File: src/rtl/mic_set_framer.sv
// mic_set_framer
// Collects one sample from each of the four microphones (ids 0..3, in order)
// into a "set". Sets are written speculatively into a FIFO and committed only
// once complete, so a broken or out-of-order set is rolled back. Committed sets
// are streamed out as sign-extended 32-bit samples, with tlast on the final
// sample of every FRAME_SETS-set frame.
// Optional build macro: MIC_SET_FRAMER_STATS_EN adds drop_cnt and resync_cnt.
module mic_set_framer #(
   parameter int FIFO_AW    = 6,
   parameter int FRAME_SETS = 256
) (
   input  logic        aclk,
   input  logic        areset,
   input  logic [31:0] s_axis_tdata,
   input  logic [1:0]  s_axis_tuser,
   input  logic        s_axis_tvalid,
   output logic        s_axis_tready,
   output logic [31:0] m_axis_tdata,
   output logic [1:0]  m_axis_tuser,
   output logic        m_axis_tlast,
   output logic        m_axis_tvalid,
   input  logic        m_axis_tready,
   output logic        overflow
`ifdef MIC_SET_FRAMER_STATS_EN
   ,
   output logic [15:0] drop_cnt,
   output logic [15:0] resync_cnt
`endif
);

   localparam int PW    = FIFO_AW + 1;
   localparam int DEPTH = 1 << FIFO_AW;
   localparam int EW    = 27;

   typedef enum logic [1:0] {
      HUNT = 2'd0,
      COL1 = 2'd1,
      COL2 = 2'd2,
      COL3 = 2'd3
   } state_t;

   state_t          state;
   state_t          next_state;
   logic [PW-1:0]   wr_ptr;
   logic [PW-1:0]   cm_ptr;
   logic [PW-1:0]   rd_ptr;
   logic [PW-1:0]   next_wr;
   logic [PW-1:0]   waddr;
   logic [EW-1:0]   wdata;
   logic [15:0]     set_cnt;
   logic [EW-1:0]   mem [DEPTH];
   logic [EW-1:0]   out_entry;

   logic beat;
   logic full;
   logic we;
   logic commit;
   logic do_rollback;
   logic do_ovf;
   logic do_resync;
   logic unused_low_bits;

   // The low byte of each incoming word carries no audio
   assign unused_low_bits = ^s_axis_tdata[7:0];

   assign beat = s_axis_tvalid && s_axis_tready;
   assign full = (wr_ptr - rd_ptr) == PW'(DEPTH);

   // Only a mic-3 entry can close a set, so it alone may carry the frame marker
   assign wdata = {(s_axis_tuser == 2'd3) && (set_cnt == 16'(FRAME_SETS - 1)),
                   s_axis_tuser, s_axis_tdata[31:8]};

   // Decide what the current beat does to the set being assembled
   always_comb begin
      next_state  = state;
      next_wr     = wr_ptr;
      waddr       = wr_ptr;
      we          = 1'b0;
      commit      = 1'b0;
      do_rollback = 1'b0;
      do_ovf      = 1'b0;
      do_resync   = 1'b0;
      if (beat) begin
         if (full) begin
            do_rollback = 1'b1;
            do_ovf      = 1'b1;
            next_state  = HUNT;
            next_wr     = cm_ptr;
         end else if (state == HUNT) begin
            if (s_axis_tuser == 2'd0) begin
               we         = 1'b1;
               next_wr    = wr_ptr + PW'(1);
               next_state = COL1;
            end else begin
               do_resync = 1'b1;
            end
         end else if (s_axis_tuser == state) begin
            we      = 1'b1;
            next_wr = wr_ptr + PW'(1);
            case (state)
               COL1:    next_state = COL2;
               COL2:    next_state = COL3;
               default: begin
                  next_state = HUNT;
                  commit     = 1'b1;
               end
            endcase
         end else if (s_axis_tuser == 2'd0) begin
            do_rollback = 1'b1;
            do_resync   = 1'b1;
            we          = 1'b1;
            waddr       = cm_ptr;
            next_wr     = cm_ptr + PW'(1);
            next_state  = COL1;
         end else begin
            do_rollback = 1'b1;
            do_resync   = 1'b1;
            next_wr     = cm_ptr;
            next_state  = HUNT;
         end
      end
   end

   // Write-side state: set FSM, speculative/committed pointers, frame counter
   always_ff @(posedge aclk or posedge areset) begin
      if (areset) begin
         state         <= HUNT;
         wr_ptr        <= '0;
         cm_ptr        <= '0;
         set_cnt       <= '0;
         overflow      <= 1'b0;
         s_axis_tready <= 1'b0;
      end else begin
         s_axis_tready <= 1'b1;
         state         <= next_state;
         wr_ptr        <= next_wr;
         if (commit) begin
            cm_ptr  <= wr_ptr + PW'(1);
            set_cnt <= (set_cnt == 16'(FRAME_SETS - 1)) ? 16'd0 : set_cnt + 16'd1;
         end
         if (do_ovf) begin
            overflow <= 1'b1;
         end
      end
   end

   // Sample storage; contents are meaningful only between rd_ptr and wr_ptr
   always_ff @(posedge aclk) begin
      if (we) begin
         mem[waddr[FIFO_AW-1:0]] <= wdata;
      end
   end

   // Output register refills whenever it is empty or being consumed
   always_ff @(posedge aclk or posedge areset) begin
      if (areset) begin
         rd_ptr        <= '0;
         out_entry     <= '0;
         m_axis_tvalid <= 1'b0;
      end else if (!m_axis_tvalid || m_axis_tready) begin
         if (rd_ptr != cm_ptr) begin
            out_entry     <= mem[rd_ptr[FIFO_AW-1:0]];
            rd_ptr        <= rd_ptr + PW'(1);
            m_axis_tvalid <= 1'b1;
         end else begin
            m_axis_tvalid <= 1'b0;
         end
      end
   end

   assign m_axis_tdata = {{8{out_entry[23]}}, out_entry[23:0]};
   assign m_axis_tuser = out_entry[25:24];
   assign m_axis_tlast = out_entry[26];

`ifdef MIC_SET_FRAMER_STATS_EN
   // Saturating counters for overflow drops and stream resynchronisations
   always_ff @(posedge aclk or posedge areset) begin
      if (areset) begin
         drop_cnt   <= '0;
         resync_cnt <= '0;
      end else begin
         if (do_ovf && drop_cnt != 16'hFFFF) begin
            drop_cnt <= drop_cnt + 16'd1;
         end
         if (do_resync && resync_cnt != 16'hFFFF) begin
            resync_cnt <= resync_cnt + 16'd1;
         end
      end
   end
`endif

endmodule

File: config.mk
export PLATFORM = sky130hd
export DESIGN_NAME = mic_set_framer
export DESIGN_NICKNAME = d
export VERILOG_FILES = /design/src/rtl/mic_set_framer.sv
export SDC_FILE = /design/constraint.sdc
export NUM_CORES = 2
export LEC_CHECK = 0
export CORE_ASPECT_RATIO = 1.2
export CORE_MARGIN = 1
export CORE_UTILIZATION = 60
export CTS_BUF_LIST = sky130_fd_sc_hd__clkbuf_2
export CTS_CLUSTER_SIZE = 30
export DETAILED_ROUTE_END_ITERATION = 8
export PLACE_DENSITY = 0.77
export SYNTH_ARGS = -nofsm -noshare
export SYNTH_HDL_FRONTEND = slang
export SYNTH_SLANG_ARGS = --single-unit
File: constraint.sdc
create_clock -name aclk -period 17 [get_ports aclk]
set_clock_uncertainty 0.15 [all_clocks]
set_input_delay 2.55 -clock aclk [delete_from_list [all_inputs] [get_ports aclk]]
set_output_delay 2.55 -clock aclk [all_outputs]
set_load 0.005 [all_outputs]
==> flow_summary.json <==
{
  "synth_edf_count": 1728,
  "crit_chain": "inv_1, ha_1, o32a_1, or4_4, o31ai_4, buf_4, nand2b_1, a31oi_2, nor3_2, buf_4",
  "ys.flop_type": "edfxtp_1",
  "rr_worst_depth": 10,
  "cp-end-kind": "flop",
  "place.gp.congestion": 0.843,
  "cts.sinks": 1797,
  "cts.path.max_buffers": 4,
  "regArea_um2": 53600,
  "yosysTopAreaCellShare_pct": 74.5,
  "drtIter0Drc": 4069,
  "cp_common_cell": "buf_4",
  "p_clk_share_pct": 23.2,
  "cts_resized": 0,
  "p_seq_share_pct": 46.3,
  "worstSetupPathType": "flop to flop",
  "placed_area_um2": 72500,
  "syn_area_um2": 69600,
  "yosys.area_share.simple_pct": 2.06,
  "cp-start-kind": "flop",
  "synthAdderAreaFrac_pct": 0.216,
  "tns_ns": 0,
  "overflow": 0,
  "slew-limit-headroom_pct": 4.18,
  "dieArea_um2": 117000,
  "cts_tree": "built",
  "rr_endpoint": "mem[20][19]$_DFFE_PP_",
  "fmaxAchievable_mhz": 149,
  "drv_cap": 0,
  "grt_usage_pct": 28.9,
  "fin_crit_ns": 6.73,
  "num_rows": 136,
  "port_buffers": 67,
  "holdWs_ns": 0.348,
  "fill_cells": 7213,
  "die_x_um": 313,
  "ys_top_cells_by_area": "edfxtp_1, mux4_2, dfrtp_1, mux2i_1, nand2_1",
  "synth_warnings": 0,
  "synthXorXnorAreaFrac_pct": 0.390,
  "drt-pass1-iter-count": 7,
  "drive_gt1_share_pct": 35.7,
  "yosysTopAreaCell": "edfxtp_1",
  "fp.coreArea_um2": 115000,
  "clk_pin_slew_worst_paths_ns": 0.12,
  "multi_input_area_um2": 15600,
  "vias": 34509,
  "status": "completed",
  "crit_path_start": "rd_ptr[2]$_DFFE_PP0P_",
  "setup_slack_ns": 10.27,
  "insertion_delay_ns": 1.71,
  "peakVddDrop_v": 0.000137,
  "antenna_found_initial": 3,
  "fin_crit_sh_pct": 39.6,
  "synth_top_family_by_area": "multiplexers",
  "synthArstFlopShare_pct": 3.84,
  "cp-endpoint": "mem[20][19]$_DFFE_PP_",
  "post_cts.repair.setup_buffers": 0,
  "htreeDepth": 5,
  "critPathBufInv": 3,
  "ys_ff_latch": 1797,
  "setup_viol": 0,
  "pin_count": 76,
  "drc": 0,
  "grt_setup_unrepaired": "false",
  "grt_pass1_wl_um": 239000,
  "wl_per_cell_um": 31.4,
  "power_frac_comb_pct": 30.4,
  "required_ns": 18.12,
  "powerDensity_nw_per_um2": 145,
  "power_leakage_nw": 24.5,
  "slew_violations": 0,
  "hold_buffers": 0,
  "grt_max_degree": 157,
  "nets": 3511,
  "internal_power_mw": 7.49,
  "grt_pass1_vias": 36397,
  "r2r-start": "rd_ptr[2]$_DFFE_PP0P_",
  "routed_wirelength_um": 166000,
  "yosysSeqAreaShare_pct": 77.0,
  "start_util_pct": 60.6,
  "slowest_delay_ns": 1.25,
  "dp_hpwl_um": 90500,
  "cpMaxStageDelayCell": "nor3_2",
  "hp-class": "flop to flop",
  "synth_compound_area_share_pct": 1.43,
  "die_y_um": 375,
  "syn2layout_area_growth_pct": 9.17,
  "reg2reg_slack_ns": 10.27,
  "power_mw": 11.1,
  "syn_avg_cell_area_um2": 22.7,
  "cp_top_family": "simple AND/OR/NAND/NOR gates",
  "p_sw_mw": 3.57,
  "cp_max_fo": 46,
  "cts-buffers-inserted": 404,
  "synth.distinct_cells": 61,
  "cp.depth": 10,
  "drtAntennaViolNets": 0,
  "tightest_slew_ns": 1.43,
  "syn_nets": 3118,
  "syn_inst": 3068,
  "stdcell_area_um2": 76000,
  "hold_viol_final": 0,
  "yosys-mux-area-fraction_pct": 17.7,
  "clockRootBuffer": "clkbuf_2",
  "via_per_inst": 6.55,
  "worstPathArrival_ns": 7.85,
  "p_sw_share_pct": 32.3,
  "pre_cts_ws_ns": 9.90
}
==> logic make-up after synthesis <==
| group | count (synthesis) |
|---|---|
| AOI/OAI and AO/OA | 139 |
| buffers and inverters | 194 |
| xor gates and xnor gates | 31 |
| and+or+nand+nor | 314 |
| muxes | 580 |
| adders and majority gates | 12 |
| other | 1 |
| DFF | 1797 |
==> cell type report <==
type	count	share of cell area, %
antenna	6	0.0198
sequential	1797	70.5
clock inverter	115	0.803
timing repair buffer	164	1.72
clock buffer	575	3.79
multi-input combinational	1077	20.5
tap	1518	2.50
inverter	17	0.0955
==> per-stage QoR <==
step                      util (%)  cells
after floorplan                  -   3068
after global placement        63.1   4573
after detailed placement      63.1   4573
after CTS                     66.2   5263
after global routing          66.2   5264
final                         66.2   5269
==> flip-flops by register name, indices dropped and copies added (netlist names) <==
register and flops:
mem 1728, out_entry 27, s_axis_tready 1, rd_ptr 7, state 2, cm_ptr 7, wr_ptr 7, m_axis_tvalid 1
overflow 1, set_cnt 16
==> power by group through the flow <==
stage | Combinational [mW] | Clock, mW | Sequential [mW]
global placement | 3.27 | 0 | 5.21
finish | 3.36 | 2.57 | 5.13
floorplan | 2.36 | 0 | 5.08
global route | 3.53 | 2.83 | 5.14
CTS | 3.38 | 2.62 | 5.12
detailed placement | 3.36 | 0 | 5.22
==> layer usage <==
| metal | track usage, % | share of wire (%) |
|---|---|---|
| met5 | 0 | 0.011 |
| met1 | 35.8 | 35 |
| met2 | 48.6 | 52 |
| met3 | 6.58 | 9.2 |
| met4 | 13.4 | 4.2 |
==> cell usage after synthesis, types with 12 or more instances <==
cell and count:
a32oi_1 13, nand2_1 139, buf_2 38, xnor2_1 23, clkbuf_1 92, buf_1 36, a21oi_1 14, mux4_2 522
dfrtp_1 69, inv_1 15, nor3_1 56, mux2i_1 55, o211ai_1 21, ha_1 12, o311ai_0 13, nor2_1 43
edfxtp_1 1728, o21ai_0 26, nand3_1 19
==> cells in the final DEF, fill, tap and decap left out, types with 12 or more instances in the layout <==
master,count
o211ai_1,21
mux2i_1,55
clkdlybuf4s50_1,41
edfxtp_1,1728
o21ai_0,26
clkinv_1,85
o311ai_0,13
xnor2_1,23
nand2_1,139
dfrtp_1,66
buf_4,94
clkbuf_2,575
nor2_4,17
ha_1,12
buf_2,26
a32oi_1,13
clkinv_2,18
mux4_2,522
nand3_1,19
nor2_1,26
inv_1,13
a21oi_1,14
nor3_2,44
==> how the worst min path moves through the flow <==
stage                           startpoint                endpoint  slack [ns]  cells past startpoint
finish              set_cnt[4]$_DFFE_PP0P_  set_cnt[4]$_DFFE_PP0P_        0.35                      1
global route          overflow$_DFFE_PP0P_    overflow$_DFFE_PP0P_        0.36                      1
CTS                 set_cnt[7]$_DFFE_PP0P_  set_cnt[7]$_DFFE_PP0P_        0.34                      1
detailed placement  set_cnt[7]$_DFFE_PP0P_  set_cnt[7]$_DFFE_PP0P_        0.33                      1
global placement      overflow$_DFFE_PP0P_    overflow$_DFFE_PP0P_        0.30                      1
floorplan           set_cnt[4]$_DFFE_PP0P_  set_cnt[4]$_DFFE_PP0P_        0.29                      1
No activity file was read; power rests on OpenSTA's default activity.
